===== src/rtl/gcd_arbiter.sv =====
// gcd_arbiter: round-robin front end that shares one gcd core among NREQ
// requesters. One request is in flight at a time. The request is loaded into
// the core with a single-cycle pulse, and the arbiter then waits for the core
// under a watchdog. The result, or a timeout error, goes back on the winner's
// response channel.
//
// Ports
//   clk_i, reset_i            clock, synchronous active-high reset
//   req_valid_i/req_ready_o   per-requester request handshake (ready is one-hot)
//   req_a_i, req_b_i          packed operands, requester k at [k*XLEN +: XLEN]
//   rsp_valid_o/rsp_ready_i   per-requester response handshake (valid is one-hot)
//   rsp_gcd_o, rsp_err_o      result / timeout flag for the flagged requester
//   core_ld_o, core_a_o/b_o   load pulse and latched operands to the core
//   core_ready_i, core_valid_i, core_gcd_i   core status and result
//   busy_o, grant_id_o        not-idle flag, current/last granted requester
module gcd_arbiter #(
  parameter int XLEN    = 32,
  parameter int NREQ    = 4,
  parameter int TIMEOUT = 1024
) (
  input  logic                      clk_i,
  input  logic                      reset_i,
  input  logic [NREQ-1:0]           req_valid_i,
  input  logic [NREQ*XLEN-1:0]      req_a_i,
  input  logic [NREQ*XLEN-1:0]      req_b_i,
  output logic [NREQ-1:0]           req_ready_o,
  output logic [NREQ-1:0]           rsp_valid_o,
  input  logic [NREQ-1:0]           rsp_ready_i,
  output logic [XLEN-1:0]           rsp_gcd_o,
  output logic                      rsp_err_o,
  output logic                      core_ld_o,
  output logic [XLEN-1:0]           core_a_o,
  output logic [XLEN-1:0]           core_b_o,
  input  logic                      core_ready_i,
  input  logic                      core_valid_i,
  input  logic [XLEN-1:0]           core_gcd_i,
  output logic                      busy_o,
  output logic [$clog2(NREQ)-1:0]   grant_id_o
);

  localparam int IDW = $clog2(NREQ);
  localparam int WDW = $clog2(TIMEOUT+1);

  typedef enum logic [1:0] {IDLE, ISSUE, WAIT, RESP} state_t;

  typedef struct packed {
    logic [XLEN-1:0] a;
    logic [XLEN-1:0] b;
  } opnd_t;

  state_t                    state_q, state_d;
  opnd_t                     opnd_q;
  logic [IDW-1:0]            ptr_q;
  logic [IDW-1:0]            win_id, cand;
  logic                      win_vld;
  logic [WDW-1:0]            wd_q;
  logic [NREQ-1:0][XLEN-1:0] a_arr, b_arr;
  logic                      accept, core_done, timeout, rsp_hs;

  assign a_arr = req_a_i;
  assign b_arr = req_b_i;

  // Round-robin pick. Scan from the farthest offset down to ptr so that the
  // last hit written, which wins, is the first valid at or after ptr.
  always_comb begin
    win_vld = 1'b0;
    win_id  = '0;
    cand    = '0;
    for (int i = NREQ-1; i >= 0; i--) begin
      cand = IDW'((int'(ptr_q) + i) % NREQ);
      if (req_valid_i[cand]) begin
        win_vld = 1'b1;
        win_id  = cand;
      end
    end
  end

  // Ready is combinational, so it must be masked during reset.
  assign accept    = (state_q == IDLE) && core_ready_i && win_vld && !reset_i;
  // wd_q==0 marks the first WAIT cycle. The core may still be showing the
  // previous done in that cycle.
  assign core_done = core_valid_i && (wd_q != '0);
  assign timeout   = (wd_q == WDW'(TIMEOUT));
  assign rsp_hs    = (state_q == RESP) && rsp_ready_i[grant_id_o];

  // State register.
  always_ff @(posedge clk_i) begin
    if (reset_i) state_q <= IDLE;
    else         state_q <= state_d;
  end

  // Next-state logic.
  always_comb begin
    state_d = state_q;
    unique case (state_q)
      IDLE:    if (accept) state_d = ISSUE;
      ISSUE:   state_d = WAIT;
      WAIT:    if (core_done || timeout) state_d = RESP;
      RESP:    if (rsp_hs) state_d = IDLE;
      default: state_d = IDLE;
    endcase
  end

  // Outputs.
  always_comb begin
    core_ld_o   = (state_q == ISSUE);
    busy_o      = (state_q != IDLE);
    req_ready_o = '0;
    rsp_valid_o = '0;
    if (accept)            req_ready_o[win_id]     = 1'b1;
    if (state_q == RESP)   rsp_valid_o[grant_id_o] = 1'b1;
  end

  // Datapath: operand latch, grant, watchdog, response, pointer.
  always_ff @(posedge clk_i) begin
    if (reset_i) begin
      opnd_q     <= '0;
      grant_id_o <= '0;
      ptr_q      <= '0;
      wd_q       <= '0;
      rsp_gcd_o  <= '0;
      rsp_err_o  <= 1'b0;
    end else begin
      if (accept) begin
        opnd_q.a   <= a_arr[win_id];
        opnd_q.b   <= b_arr[win_id];
        grant_id_o <= win_id;
      end
      // Saturating watchdog. WAIT is left as soon as it hits TIMEOUT.
      if (state_q == ISSUE)
        wd_q <= '0;
      else if (state_q == WAIT && !timeout)
        wd_q <= wd_q + 1'b1;
      // A valid result takes priority over a timeout in the same cycle.
      if (state_q == WAIT) begin
        if (core_done) begin
          rsp_gcd_o <= core_gcd_i;
          rsp_err_o <= 1'b0;
        end else if (timeout) begin
          rsp_gcd_o <= '0;
          rsp_err_o <= 1'b1;
        end
      end
      if (rsp_hs)
        ptr_q <= (grant_id_o == IDW'(NREQ-1)) ? '0 : grant_id_o + 1'b1;
    end
  end

  assign core_a_o = opnd_q.a;
  assign core_b_o = opnd_q.b;

endmodule


===== config.mk =====
export PLATFORM = sky130hd
export DESIGN_NAME = gcd_arbiter
export DESIGN_NICKNAME = d
export VERILOG_FILES = /design/src/rtl/gcd_arbiter.sv
export SDC_FILE = /design/constraint.sdc
export NUM_CORES = 1
export LEC_CHECK = 0
export ABC_AREA = 1
export BUFFER_PORTS_ARGS = -buffer_cell sky130_fd_sc_hd__buf_2
export CAP_MARGIN = 15
export CORE_UTILIZATION = 25
export CTS_BUF_LIST = sky130_fd_sc_hd__clkbuf_8
export CTS_CLUSTER_SIZE = 14
export DETAILED_ROUTE_END_ITERATION = 8
export GPL_ROUTABILITY_DRIVEN = 0
export GPL_TIMING_DRIVEN = 0
export SYNTH_ARGS = -nofsm -noshare
export SYNTH_HDL_FRONTEND = slang
export SYNTH_SLANG_ARGS = --single-unit

===== constraint.sdc =====
create_clock -name clk_i -period 4.5 [get_ports clk_i]
set_input_delay 0.9 -clock clk_i [delete_from_list [all_inputs] [get_ports clk_i]]
set_output_delay 0.9 -clock clk_i [all_outputs]
set_load 0.05 [all_outputs]

==> results of run 1 <==
## through the flow
step           cells  setup slack, ns  total power, mW  cell area [sq um]
2_1_floorplan   1440            0.686             3.05               8020
3_3_place_gp    2249            0.766             3.81              10600
3_5_place_dp    2249            0.724             3.84              10600
4_1_cts         2281            0.705             4.91              11000
5_1_grt         2282            0.489             5.22              11000
6_report        2283            0.766             4.83              11000
## layout make-up
cell class	count	area [sq um]	share of cell area (%)
antenna	2	5.00	0.0456
buffer	87	454	4.14
clock buffer	18	248	2.26
clock inverter	14	166	1.52
inverter	356	1340	12.2
multi-input combinational	883	3950	36.0
sequential	114	2280	20.8
tap	402	503	4.58
timing repair buffer	407	2040	18.6
## state kept, by name (all words and copies together), names as in the netlist
name,cells
ptr_q,2
core_b_o,32
grant_id_o,2
wd_q,11
rsp_gcd_o,32
state_q,2
core_a_o,32
rsp_err_o,1
## cell families after synthesis
group	count (synthesis)	synth area share [%]
flip-flops	114	28.5
AND/OR/NAND/NOR	803	43.0
buffers and inverters	443	22.3
AO/OA/AOI/OAI	69	4.51
adder cells (fa/ha/maj)	11	1.72
## layer usage
| layer | vias to the layer above | GRT usage, % | wire length (um) | share of wire [%] |
|---|---|---|---|---|
| met5 | - | 0 | 22 | 0.067 |
| met4 | 4 | 7.29 | 799 | 2.4 |
| met3 | 46 | 5.20 | 2360 | 7.2 |
| met2 | 371 | 34.6 | 16000 | 49 |
| met1 | 4555 | 23.0 | 13600 | 42 |
| li1 | 5181 | - | - | - |
## layout by cell type (no fill, tap or decap), types with 10 or more instances in the layout
master / instances
buf_4: 10
inv_1: 351
nand2_1: 313
clkbuf_1: 24
buf_2: 455
a21oi_1: 49
ha_1: 11
nor2_1: 147
dfxtp_1: 114
nand3_1: 329
clkbuf_8: 18
o21ai_0: 12
## worst max-delay path, delay by kind of cell (launching register included)
family                 cells  cell delay [ns]
AND/OR/NAND/NOR            9             0.89
buffers and inverters      6             1.03
flip-flops                 1             0.45
## how the worst max path moves through the flow
stage | from | to | slack, ns | cells past startpoint
CTS | ptr_q[0] | req_ready_o[0] | 0.70 | 13
global route | ptr_q[0] | req_ready_o[2] | 0.49 | 15
floorplan | req_valid_i[1] | req_ready_o[0] | 0.69 | 11
finish | ptr_q[0] | req_ready_o[0] | 0.77 | 15
global placement | req_valid_i[1] | req_ready_o[0] | 0.77 | 13
detailed placement | req_valid_i[3] | req_ready_o[0] | 0.72 | 15
## power groups by stage
stage | clock [mW] | sequential, mW | combinational (mW)
2_1_floorplan | 0 | 1.66 | 1.38
3_3_place_gp | 0 | 1.25 | 2.56
3_5_place_dp | 0 | 1.25 | 2.59
4_1_cts | 1.08 | 1.23 | 2.59
5_1_grt | 1.11 | 1.25 | 2.86
6_report | 1.03 | 1.23 | 2.57
==> impl_metrics.toml, run 1 <==
[timing]
fin_crit_ns = 3.73
fin_crit_sh_pct = 83.0
maxSlewHeadroom_pct = 41.3
rsz0062_at_grt = "no"
worst_slew_pin_slew_ns = 0.880
max_freq_ghz = 0.268
hold_viol_final = 0
final.setup.tns_ns = 0
setup_violations = 0
whs_ns = 0.459
drv_slew = 0
fin_skew_ns = 0.0146

[critical_path]
path_class = "register to output port"
crit_path_end_kind = "output port"
cp_slowest_cell = "dfxtp_1"
reg2reg_from = "ptr_q[0]"
r2r_cells = 16
cp_cell_sequence = "inv_2, nand2_1, nand2_1, nand2_1, nand2_1, inv_2, nand2_1, nand2_1, nand2_1, nand2_2, buf_6, buf_4, inv_1, nor3_1, buf_2"
worstPathArrival_ns = 2.83
required_ns = 3.60
r2r_end = "core_b_o[11]"
crit_top_cell = "nand2_1"
critPathMaxFanout = 10
regToRegSetupSlack_ns = 2.11
max_stage_delay_ns = 0.45
start_kind = "register"

[yosys]
synth_cell_types = 24
netlist.area_leader.share_pct = 28.5
synth_ff_type = "dfxtp_1"
netlist_area_sq_um = 8020
netlist.top_cell.by_area = "dfxtp_1"
synth.most_common_cell = "inv_1"
synth-warning-count = 0
synth_edf_count = 0
synth_fp_nets = 1751
ys_top_cells_by_area = "dfxtp_1 (28%), nand3_1 (21%), inv_1 (16%)"
async_flop_share_pct = 0
synth_common_cells = "inv_1 (351), nand3_1 (329), nand2_1 (313)"
syn_inst = 1440
avgSynthCellArea_sq_um = 5.57
synth-seq-area-share_pct = 28.5
synth_seq_cells = 114

[hold_path]
worstHoldStart = "rsp_gcd_o[15]"
min_to = "rsp_gcd_o[15]"
hold_path_class = "register to register"
min_path_cells = 2

[floorplan]
die-area_sq_um = 32800
fp.dieH_um = 181
coreArea_sq_um = 31600
fp.dieW_um = 181
rows = 65
initial_core_util_pct = 25.4
boundaryPins = 409

[placed_design]
dp_hpwl_um = 26600
io_buffers = 407

[final_layout]
drive_above_1_share_pct = 27.1
fill_cells = 3620
area_growth_pct = 36.9
fin_nets = 2177
fin_util_pct = 34.8

[clocking]
clk_latency_ns = 0.44
cts.sinks = 114
cts_made_buffers = 17
clkTransAtPathRegs_ns = 0.08
cts_setup_buffers = 0
cts_root_buf = "clkbuf_8"
cts-hold-fix-buffers = 0
cts_tree = "done"
htree_levels = 4
cts_resized = 0
clockBufferDepth = 2

[status]
status = "complete, no violations"

[power_and_ir_drop]
switchingPower_mw = 2.39
p_comb_share_pct = 53.2
switching_share_pct = 49.4
p_leak_nw = 6.80
pwr-share-clk_pct = 21.4
power_density_nw_per_um2 = 440
ir_worst_vdd_mv = 0.152
p_int_mw = 2.44
sequentialPowerShare_pct = 25.5

[route]
initialDrtViolationCount = 427
detail_route.vias_per_cell = 4.45
via_count = 10157
ant_nets = 0
route.detailed.wl_per_inst_um = 14.3
drt_wl_total_um = 32700
dr.pass1.iters = 6
post-route-drc-count = 0

[global_route]
track_usage_pct = 19.8
grt_pass1_wl_um = 50500
grt_pass1_vias = 9691
grt_overflow_total = 0
grt_max_degree = 17
antenna_found_initial = 4

[run]
cap_violations = 0
Power figures use the tool's default switching activity.
==> run 2: changes to the inputs <==
Clock period 4.5 ns to 3.7 ns, I/O delays scaled along.
==> impl_metrics.toml, run 2 (synthesized netlist as in run 1, its figures left out) <==
[status]
status = "complete, no violations"

[placed_design]
place_ws_ns = 0.244
io_buffers = 407
place_inst = 2249
place_area_sq_um = 10600
dp_hpwl_um = 26600

[power_and_ir_drop]
power_mw = 5.88
p_leak_nw = 6.80
power_density_nw_per_um2 = 535
ir_worst_vdd_mv = 0.186

[global_route]
antenna_found_initial = 4
grt_overflow_total = 0
grt_pass1_wl_um = 50500
track_usage_pct = 19.8
grt_max_degree = 17
grt_pass1_vias = 9691

[timing]
hold_viol_final = 0
maxSlewHeadroom_pct = 41.6
fin_crit_sh_pct = 94.1
fin_skew_ns = 0.0146
final.setup.tns_ns = 0
worst_slew_pin_slew_ns = 0.876
setup_violations = 0
drv_slew = 0
layout_setup_ws_ns = 0.217
fin_crit_ns = 3.48
max_freq_ghz = 0.287
whs_ns = 0.459

[final_layout]
drive_above_1_share_pct = 27.1
mostFrequentLayoutCells = "buf_2 (454), inv_1 (351), nand3_1 (329)"
design_area_sq_um = 11000
register_area_sq_um = 2280
instances_no_fill = 2283
fin_nets = 2177
fin_util_pct = 34.8
multi_input_area_sq_um = 3950
fill_cells = 3623
final_common_cell = "buf_2"
area_growth_pct = 37.0

[route]
initialDrtViolationCount = 433
route.detailed.wl_per_inst_um = 14.4
dr.pass1.iters = 5
post-route-drc-count = 0
ant_nets = 0
detail_route.vias_per_cell = 4.44
drt_wl_total_um = 32800
via_count = 10134

[critical_path]
critPathMaxFanout = 10
cp_cell_sequence = "inv_1, nand2_1, nand2_1, nand2_1, nand2_1, inv_2, nand2_1, nand2_1, nand2_1, nand2_4, buf_6, buf_4, inv_1, nor3_1, buf_2"
crit_path_end_kind = "output port"
required_ns = 2.96
worstPathArrival_ns = 2.74
max_stage_delay_ns = 0.41
cp_top_family = "buffers and inverters"
crit_buf_inv = 6
start_kind = "register"
cp_slowest_cell = "dfxtp_1"
crit_top_cell = "nand2_1"
path_class = "register to output port"

[floorplan]
fp.dieH_um = 181
coreArea_sq_um = 31600
boundaryPins = 409
die-area_sq_um = 32800
rows = 65
initial_core_util_pct = 25.4
fp.dieW_um = 181

[clocking]
cts.sinks = 114
clockBufferDepth = 2
cts_tree = "done"
cts_root_buf = "clkbuf_8"
cts_made_buffers = 17
clkTransAtPathRegs_ns = 0.08
clk_latency_ns = 0.44
cts_resized = 0
cts-hold-fix-buffers = 0
cts_setup_buffers = 0
htree_levels = 4

[run]
cap_violations = 0

[hold_path]
hold_path_class = "register to register"
==> run 2: tightest hold or removal path, stage by stage, from the launching register on <==
cell and delay, ns:
dfxtp_1 0.31, nand2_1 0.06, a21oi_1 0.05
==> run 2: power breakdown <==
part           internal (mW)  total, mW  leakage, nW  switching [mW]
clock                  0.639       1.25        0.213           0.615
sequential              1.40       1.50        0.929          0.0992
combinational          0.938       3.13         5.66            2.19
total                   2.97       5.88         6.80            2.91
==> run 2: cell type report <==
type	count	share of cell area [%]
Buffer	87	4.13
Clock buffer	18	2.25
Antenna cell	2	0.0455
Multi-Input combinational cell	883	36.0
Sequential cell	114	20.8
Timing Repair Buffer	407	18.6
Inverter	356	12.2
Clock inverter	14	1.51
Tap cell	402	4.58
==> run 2: path summary, 6_finish.rpt <==
kind / from / endpoint / slack (ns) / cells after the start
hold reg to reg: rsp_gcd_o[15] / rsp_gcd_o[15] / 0.46 / 2
setup reg to reg: ptr_q[1] / core_b_o[5] / 1.32 / 16
hold / removal: rsp_gcd_o[15] / rsp_gcd_o[15] / 0.46 / 2
setup / recovery: ptr_q[1] / req_ready_o[0] / 0.22 / 15
==> run 2: per-layer routing <==
metal  up-vias  track usage (%)  share of wire [%]
li1       5180                -                  -
met1      4550             23.0                 42
met2       356             34.6                 49
met3        44             5.20                7.1
met4         4             7.29                2.5
met5         -                0              0.067
